**src/rtl/regfile_wr_dec.sv**
```systemverilog
// Registered write-enable decoder for the register file write port.
// Stages one write (index + enable), emits a one-hot enable vector and read-port forwarding flags.
module regfile_wr_dec #(
  parameter int unsigned SEL_W    = 5,
  parameter int unsigned ZERO_REG = 31
) (
  input  logic                  clk,
  input  logic                  reset,
  input  logic [SEL_W-1:0]      sel,
  input  logic                  en,
  input  logic                  stall,
  input  logic                  flush,
  input  logic [SEL_W-1:0]      rd_a,
  input  logic [SEL_W-1:0]      rd_b,
  output logic [(2**SEL_W)-1:0] out,
  output logic                  out_valid,
  output logic                  zero_hit,
  output logic                  fwd_a,
  output logic                  fwd_b
);

  localparam int unsigned      OUT_N    = 2**SEL_W;
  // An out-of-range ZERO_REG can never match a legal index, so suppression is disabled.
  localparam bit               ZERO_EN  = (ZERO_REG < OUT_N);
  localparam logic [SEL_W-1:0] ZERO_IDX = ZERO_EN ? ZERO_REG[SEL_W-1:0] : '0;

  logic [SEL_W-1:0] s_sel_q, s_sel_d;
  logic             s_en_q, s_en_d;
  logic             s_zero_q, s_zero_d;
  logic             sel_is_zero;

  assign sel_is_zero = ZERO_EN && (sel == ZERO_IDX);

  always_comb begin
    s_sel_d  = s_sel_q;
    s_en_d   = s_en_q;
    s_zero_d = s_zero_q;
    if (flush) begin
      s_en_d   = 1'b0;
      s_zero_d = 1'b0;
    end else if (!stall) begin
      s_sel_d  = sel;
      s_en_d   = en & ~sel_is_zero;
      s_zero_d = en & sel_is_zero;
    end
  end

  always_ff @(posedge clk or posedge reset) begin
    if (reset) begin
      s_sel_q  <= '0;
      s_en_q   <= 1'b0;
      s_zero_q <= 1'b0;
    end else begin
      s_sel_q  <= s_sel_d;
      s_en_q   <= s_en_d;
      s_zero_q <= s_zero_d;
    end
  end

  always_comb begin
    out = '0;
    if (s_en_q) out[s_sel_q] = 1'b1;
  end

  assign out_valid = s_en_q;
  assign zero_hit  = s_zero_q;
  assign fwd_a     = s_en_q && (s_sel_q == rd_a);
  assign fwd_b     = s_en_q && (s_sel_q == rd_b);

endmodule

```
**config.mk**
```make
export PLATFORM = sky130hd
export DESIGN_NAME = regfile_wr_dec
export DESIGN_NICKNAME = d
export VERILOG_FILES = /design/src/rtl/regfile_wr_dec.sv
export SDC_FILE = /design/constraint.sdc
export NUM_CORES = 1
export LEC_CHECK = 0
export BUFFER_PORTS_ARGS = -buffer_cell sky130_fd_sc_hd__buf_2
export CAP_MARGIN = 30
export CORE_MARGIN = 2
export CORE_UTILIZATION = 38
export CTS_CLUSTER_SIZE = 14
export DETAILED_ROUTE_END_ITERATION = 10
export GPL_ROUTABILITY_DRIVEN = 0
export PLACE_DENSITY = 0.79
export SYNTH_ARGS = -nofsm -noshare
export SYNTH_HDL_FRONTEND = slang
export SYNTH_SLANG_ARGS = --single-unit
```
**constraint.sdc**
```tcl
create_clock -name clk -period 1.4 [get_ports clk]
set_input_delay 0 -clock clk [delete_from_list [all_inputs] [get_ports clk]]
set_output_delay 0 -clock clk [all_outputs]
set_load 0.01 [all_outputs]
```
# Word-level counts from Yosys, hierarchy flattened
# Index checks and enable logic that the tools add are counted.
[op_classes]
n_eq_ne = 4
reduce_logical = 4
order_cmp = 2
mux = 7
n_bitwise = 5
[op_table]
columns = ["operator", "n"]
rows = [
  ["$mux W32", 1],
  ["$eq A5 B5 Y1", 2],
  ["$lt A5 B6 Y1 const B", 1],
  ["$demux W1 S5", 1],
  ["$eq A5 B5 Y1 const B", 1],
  ["$ge A5 B1 Y1 const B", 1],
  ["$mux W1", 5],
  ["$logic_and A1 B1 Y1", 3],
  ["$not A1 Y1", 3],
  ["$and A1 B1 Y1", 2],
  ["$ne A2 B1 Y1 const B", 1],
  ["$reduce_and A2 Y1", 1],
]
[word_totals]
output_inout_bits = 36
reg_bits = 7
input_bits = 20

# Logic depth before layout (Yosys ltp)
# Gate-level depths: netlist of the first run.
[depth]
word_depth = 5
ltp_mapped = 4
depth_no_buf = 3

# Least setup slack after synthesis of the first run
# Ideal clock, no wire load.
[synth_timing]
path_type = "reg2out"
start = "register s_sel_q[4]"
end = "output port out[10]"
path_slack_ns = 0.246
t_arrival_ns = 1.154
required_time_ns = 1.400
stages_incl_launch_ff = 4
cell_sequence = "dfrtp_1 -> buf_2 -> or3b_1 -> nor2_1"
[synth_between]
elab_chain_len = 5
word_cells_on_any_way = 6
classes_between = "2 x order compare; 3 x mux; 1 x reduce/logical"
[synth_lines]
columns = ["element", "line_no", "source"]
rows = [
  ["start, declared", "27", "logic [SEL_W-1:0] s_sel_q, s_sel_d;"],
  ["start signal, assigned", "54", "s_sel_q <= s_sel_d;"],
  ["$lt A5 B6 Y1 (not written as such) or $ge A5 B1 Y1 (tied branches)", "62", "if (s_en_q) out[s_sel_q] = 1'b1;"],
  ["$logic_and A1 B1 Y1 (not written as such)", "62", ""],
  ["$mux W1 (not written as such)", "62", ""],
  ["$demux W1 S5 (*)", "62", ""],
  ["$mux W32 (*)", "62", ""],
  ["end, declared", "15", "output logic [(2**SEL_W)-1:0] out,"],
]
# Mark *: on every way between the ends. The rest lies on a longest branch, timed or not.

# Final worst setup path of the first run
[layout_timing]
start = "register s_sel_q[1]"
end = "output port out[12]"
# Same word-level chain as after synthesis.

==> flow_metrics.env, run 1 <==
export IMPL_synthMuxAreaShare=0.0833
export IMPL_first_pass_iters=4
export IMPL_drive_gt1_frac=0.630
export IMPL_critical_path_startpoint_type="flip-flop"
export IMPL_synthTopCellsByArea="dfrtp_1 (26%), nor2_1 (14%), xor2_1 (10%)"
export IMPL_post_route_period_util=1.07
export IMPL_rsz0062_at_grt="true"
export IMPL_layout_commonest_cell="buf_2"
export IMPL_grt_max_degree=10
export IMPL_antenna_found_initial=0
export IMPL_tritoncts="done"
export IMPL_hold_path_cell_count=3
export IMPL_violations="negative setup slack"
export IMPL_first_iter_violations=10
export IMPL_r2r_start="s_sel_q[2]"
export IMPL_outcome="complete, but fails checks"
export IMPL_fin_crit_ps=1490
export IMPL_worstReg2RegEnd="s_sel_q[2]"
export IMPL_numCtsBuffers=3
export IMPL_layout_setup_ws_ps=-94.9
export IMPL_ant_nets=0
export IMPL_place_inst=165
export IMPL_insertion_delay_ps=240
export IMPL_ys_warn_count=0
export IMPL_start_util=0.396
export IMPL_ys_types=21
export IMPL_synth_xor_area_share=0.130
export IMPL_fp_dieH_um=46.2
export IMPL_rows=15
export IMPL_drt_total_wl_um=2210
export IMPL_maxSlewHeadroom=0.685
export IMPL_maxCapViolations=0
export IMPL_synth_compound_area_frac=0.0222
export IMPL_worstSetupPathType="flip-flop to output pin"
export IMPL_grt_ovfl_total=0
export IMPL_ios=56
export IMPL_p_leak_nw=0.628
export IMPL_reg2regPathDepth=3
export IMPL_worst_slew_pin_slew_ps=471
export IMPL_worstPathRequired_ps=1400
export IMPL_ys_ff_latch=7
export IMPL_crit_arrival_ps=1490
export IMPL_synth_nets=107
export IMPL_gr_usage_all_layers=0.186
export IMPL_worstHoldEndpoint="zero_hit"
export IMPL_rrSetupSlack_ps=330
export IMPL_worst_setup_path_end_kind="output pin"
export IMPL_powerDensity_nw_per_um2=686
export IMPL_detailed_place_area_sq_um=965
export IMPL_synthDominantAreaCellType="dfrtp_1"
export IMPL_synth_simple_gate_area_frac=0.430
export IMPL_seq_area_frac_synth=0.259
export IMPL_synth_area_sq_um=676
export IMPL_stdcell_count=187
export IMPL_p_total_uw=831
export IMPL_hp_class="primary input to flip-flop"
export IMPL_cts_root_buf="clkbuf_4"
export IMPL_ctsLongestPathBuffers=2
export IMPL_final_area_sq_um=1210
export IMPL_wl_per_cell_um=11.8
export IMPL_port_buffers=55
export IMPL_holdWs_ps=22.1
export IMPL_via_per_inst=4.65
export IMPL_die_w_um=46.2
export IMPL_peakVddDrop_mv=0.682
export IMPL_dr_total_vias=869
export IMPL_drc=0
export IMPL_fmax_ghz=0.669
export IMPL_cp_startpoint="s_sel_q[1]"
export IMPL_clkTransAtPathRegs_ps=50
export IMPL_avgSynthCellArea_sq_um=7.77
export IMPL_nNetsFinal=183
export IMPL_dp_hpwl_um=1520
export IMPL_cts_sinks=7
export IMPL_postLayoutCoreUtil=0.709
export IMPL_grt_pass1_wl_um=2860
export IMPL_synth_top_area_frac=0.259
export IMPL_drv_slew=0
export IMPL_worstPathMaxFanout=8
export IMPL_min_from="stall"
export IMPL_h_tree_depth=1
export IMPL_mostFrequentLayoutCells="buf_2 (54), nor2_1 (22), nor2_2 (11)"
export IMPL_coreArea_sq_um=1710
export IMPL_hold_violations=0
export IMPL_tns_ps=-1000
export IMPL_setup_violations=23
export IMPL_synth_top_family_by_area="simple AND/OR/NAND/NOR gates"
export IMPL_fin_skew_ps=0
export IMPL_synth_fa_ha_area_frac=0
export IMPL_layout_area_overhead_vs_synth_pct=79.3
export IMPL_dp_slack_ps=163
export IMPL_diodes=0
export IMPL_syn_instance_count=87
export IMPL_dieArea_sq_um=2130
export IMPL_grt_pass1_vias=684
## kinds of logic after synthesis
| logic type | after synthesis |
|---|---|
| mux | 5 |
| buf+inv | 7 |
| simple gates | 56 |
| flops | 7 |
| xor+xnor | 10 |
| compound gates | 2 |
## worst max-delay path: stages, from the launching register on
cell	delay [ps]
dfrtp_1	400
buf_6	120
or3b_4	470
nor2_2	110
buf_2	130
## power breakdown
group	internal, mW	leakage [nW]	switching [mW]	total [mW]
clock network	0.109	0.0150	0.0707	0.179
logic	0.218	0.530	0.164	0.381
registers	0.229	0.0829	0.0420	0.271
total	0.555	0.628	0.276	0.831
## layout make-up
type	count	area, sq um
Clock buffer	4	26.3
Timing Repair Buffer	77	487
Fill cell	150	497
Sequential cell	7	179
Tap cell	25	31.3
Multi-Input combinational cell	73	484
Inverter	1	3.75
## worst max path at each step
stage                         end  slack, ps
after global placement     out[0]        190
after CTS                 out[24]        -80
after global routing       out[0]       -150
after detailed placement  out[10]        160
final                     out[12]        -90
after floorplan           out[10]        250
## flip-flops by register name, indices dropped and copies added, names as in the netlist
| register | cells |
|---|---|
| out_valid | 1 |
| s_sel_q | 5 |
| zero_hit | 1 |
## cells in the mapped netlist
cell,n
nor4_1,2
or3_1,1
nand3_1,3
nand2_1,2
a21oi_1,1
nor2_2,8
mux2_2,5
buf_6,2
or3b_1,3
a32o_1,1
xor2_1,8
nand4_1,1
dfrtp_1,7
and3_1,3
buf_4,2
inv_1,1
buf_2,2
nor2b_1,2
nor2_1,26
nand3b_1,5
xnor2_1,2
## repair_timing
item	CTS	global route
hold buffers	4	0
buffers inserted	10	4
gates cloned	0	0
pin swaps	7	20
endpoints found under the hold margin	10	0
resized for setup	6	19
endpoints found under the setup margin	29	34
## metal layers
layer	global-route usage	share of wire
met4	0.0514	0
met3	0.0275	0.055
met1	0.215	0.42
met2	0.347	0.53
met5	0	0
(Power assumes the default switching activity.)
==> inputs of run 2 (changes only) <==
--- a/config.mk
+++ b/config.mk
@@ -5,14 +5,15 @@
 export SDC_FILE = /design/constraint.sdc
 export NUM_CORES = 1
 export LEC_CHECK = 0
+export ABC_AREA = 1
 export BUFFER_PORTS_ARGS = -buffer_cell sky130_fd_sc_hd__buf_2
 export CAP_MARGIN = 30
 export CORE_MARGIN = 2
-export CORE_UTILIZATION = 38
+export CORE_UTILIZATION = 37
 export CTS_CLUSTER_SIZE = 14
 export DETAILED_ROUTE_END_ITERATION = 10
 export GPL_ROUTABILITY_DRIVEN = 0
-export PLACE_DENSITY = 0.79
+export PLACE_DENSITY = 0.78
 export SYNTH_ARGS = -nofsm -noshare
 export SYNTH_HDL_FRONTEND = slang
 export SYNTH_SLANG_ARGS = --single-unit
==> run 2 against run 1 <==
  * The run now ends clean
  * Routed wire length rose by 5.5%
  * Non-clock buffer count shrank 15
  * Count of clock-buffer cells in the layout did not move
  * Total power is 17% lower
  * Design area is 8.7% lower
  * Area after synthesis decreased by 1.5%
  * Combinational power decreased by 38%
  * Critical path depth unchanged
  * Via count grew 17%
  * Worst setup slack improved by 180 ps
  * Sequential share of layout area increased by 1.5 points
==> flow_metrics.env, run 2 <==
export IMPL_ys_types=11
export IMPL_largest_reg_flops=5
export IMPL_outcome="finished clean"
export IMPL_worstPathMaxFanout=8
export IMPL_drt_total_wl_um=2340
export IMPL_multi_input_area_sq_um=462
export IMPL_cts_sinks=7
export IMPL_die_w_um=46.4
export IMPL_synth_edf_count=0
export IMPL_critical_path_slowest_cell="dfrtp_1"
export IMPL_async_reset_ff_frac=1.00
export IMPL_seq_area_frac_synth=0.263
export IMPL_max_flop_register="s_sel_q"
export IMPL_p_int_uw=426
export IMPL_ant_nets=0
export IMPL_p_total_uw=690
export IMPL_avgSynthCellArea_sq_um=5.33
export IMPL_hold_violations=0
export IMPL_fillerInstances=175
export IMPL_critical_path_startpoint_type="flip-flop"
export IMPL_path_buf_inv=2
export IMPL_dr_total_vias=1019
export IMPL_synth_nets=145
export IMPL_synth_most_common_cell="nor2_1"
export IMPL_fin_crit_ps=1310
export IMPL_ys_ff_latch=7
export IMPL_layout_area_overhead_vs_synth_pct=66.2
export IMPL_worst_slew_pin_slew_ps=304
export IMPL_mostFrequentLayoutCells="buf_2 (55), nor2_1 (39), nand2_1 (33)"
export IMPL_port_buffers=55
export IMPL_rows=15
export IMPL_fp_dieH_um=46.4
export IMPL_crit_chain="inv_2, nand3_2, nor2_1, buf_2"
export IMPL_antenna_found_initial=0
export IMPL_powerDensity_nw_per_um2=624
export IMPL_clkTransAtPathRegs_ps=50
export IMPL_final_area_sq_um=1110
export IMPL_p_sw_frac=0.383
export IMPL_worstSetupPathType="flip-flop to output pin"
export IMPL_drv_slew=0
export IMPL_synth_area_sq_um=666
export IMPL_power_frac_clock=0.264
export IMPL_maxCapViolations=0
export IMPL_nNetsFinal=212
export IMPL_seqCellArea_sq_um=180
export IMPL_cts_root_buf="clkbuf_4"
export IMPL_crit_arrival_ps=1310
export IMPL_synthTopCellsByArea="dfrtp_1 (26%), nor2_1 (22%), nand2_1 (19%)"
export IMPL_dieArea_sq_um=2150
export IMPL_start_util=0.390
export IMPL_maxSlewHeadroom=0.797
export IMPL_numCtsBuffers=3
export IMPL_syn_instance_count=125
export IMPL_coreArea_sq_um=1710
export IMPL_layout_setup_ws_ps=89.5
export IMPL_synth_common_cells="nor2_1 (39), nand2_1 (33), inv_1 (15), nand3_1 (15), dfrtp_1 (7)"
export IMPL_synth_top_area_frac=0.263
export IMPL_p_switching_uw=265
export IMPL_fin_skew_ps=0
export IMPL_insertion_delay_ps=250
export IMPL_via_per_inst=4.72
export IMPL_drc=0
export IMPL_first_pass_iters=4
export IMPL_critPathMaxStageDelay_ps=470
export IMPL_post_route_period_util=0.936
export IMPL_hp_class="primary input to flip-flop"
export IMPL_synthFlopType="dfrtp_1"
export IMPL_holdWs_ps=42.0
export IMPL_drive_gt1_frac=0.403
export IMPL_seqPwrFrac=0.395
export IMPL_grt_ovfl_total=0
export IMPL_layout_commonest_cell="buf_2"
export IMPL_synthDominantAreaCellType="dfrtp_1"
export IMPL_dp_slack_ps=248
export IMPL_ios=56
export IMPL_setup_violations=0
export IMPL_ctsLongestPathBuffers=2
export IMPL_p_comb_frac=0.341
export IMPL_h_tree_depth=1
export IMPL_p_leak_nw=0.636
export IMPL_fmax_ghz=0.763
export IMPL_first_iter_violations=29
export IMPL_wl_per_cell_um=10.8
export IMPL_dp_hpwl_um=1700
export IMPL_grt_pass1_vias=825
export IMPL_critical_path_top_delay_family="flip-flops"
export IMPL_ys_warn_count=0
export IMPL_grt_max_degree=11
export IMPL_grt_pass1_wl_um=3310
export IMPL_worstPathRequired_ps=1400
export IMPL_peakVddDrop_mv=0.479
export IMPL_gr_usage_all_layers=0.211
export IMPL_rsz0062_at_grt="false"
export IMPL_worst_setup_path_end_kind="output pin"
export IMPL_tritoncts="done"
export IMPL_diodes=0
export IMPL_detailed_place_area_sq_um=972
[run 2: changes by cell type in the layout (fill, tap and decap cells not counted), moves of 9 or more]
cell / before / now
buf_4: 10 / 1
buf_6: 9 / 0
inv_1: 1 / 12
nand2_1: 1 / 33
nand3_1: 2 / 11
nor2_1: 22 / 39
[run 2: final cells by class]
cell class                 instances  area share
multi-input combinational        101       0.417
timing repair buffer              62       0.310
sequential                         7       0.163
inverter                          17      0.0577
tap                               25      0.0283
clock buffer                       4      0.0238
[run 2: layer usage]
metal  track usage  wire [um]  up-vias
li1              -          -      517
met1         0.259        958      461
met2         0.375       1210       39
met3        0.0275        153        2
met4        0.0686         14        0
met5             0          0        -
[run 2: path summary, 6_finish.rpt]
path	startpoint	end	slack [ps]	depth (start not counted)
worst max-delay path	s_sel_q[0]	out[26]	90	4
worst min-delay path	stall	out_valid	40	3
worst max register to register	s_sel_q[2]	s_sel_q[2]	480	3
worst min register to register	zero_hit	zero_hit	530	2
max in group asynchronous	reset	s_sel_q[2]	960	3
min in group asynchronous	reset	s_sel_q[0]	210	3
[run 2: kinds of logic after synthesis]
kind of cell / share of synthesized area
compound gates: 0.0451
buf+inv: 0.0959
flops: 0.263
simple gates: 0.596
[run 2: power groups by stage]
stage          sequential (mW)  clock, mW  combinational [mW]
6_report                 0.273      0.182               0.235
5_1_grt                  0.276      0.196               0.265
4_1_cts                  0.262      0.181               0.219
3_5_place_dp             0.263          0               0.203
3_3_place_gp             0.263          0               0.200
2_1_floorplan            0.255          0               0.133
[run 2: what timing repair did]
item | in CTS | in global routing
hold buffers | 6 | 0
setup buffers | 0 | 1
gates resized for setup | 2 | 11
hold endpoints to repair | 12 | 0
setup endpoints to repair | 8 | 32
gates cloned | 0 | 0
[run 2: through the flow]
stage | util | TNS (ps) | instances
5_1_grt | 0.648 | 0 | 216
3_5_place_dp | 0.569 | 0 | 205
6_report | 0.648 | 0 | 216
4_1_cts | 0.626 | -0.222 | 215
3_3_place_gp | 0.569 | 0 | 205
2_1_floorplan | - | 0 | 125
[run 2: tightest hold or removal path, cell delays in order]
cell	delay, ps
buf_2	120
nand3_1	80
nand2_1	50
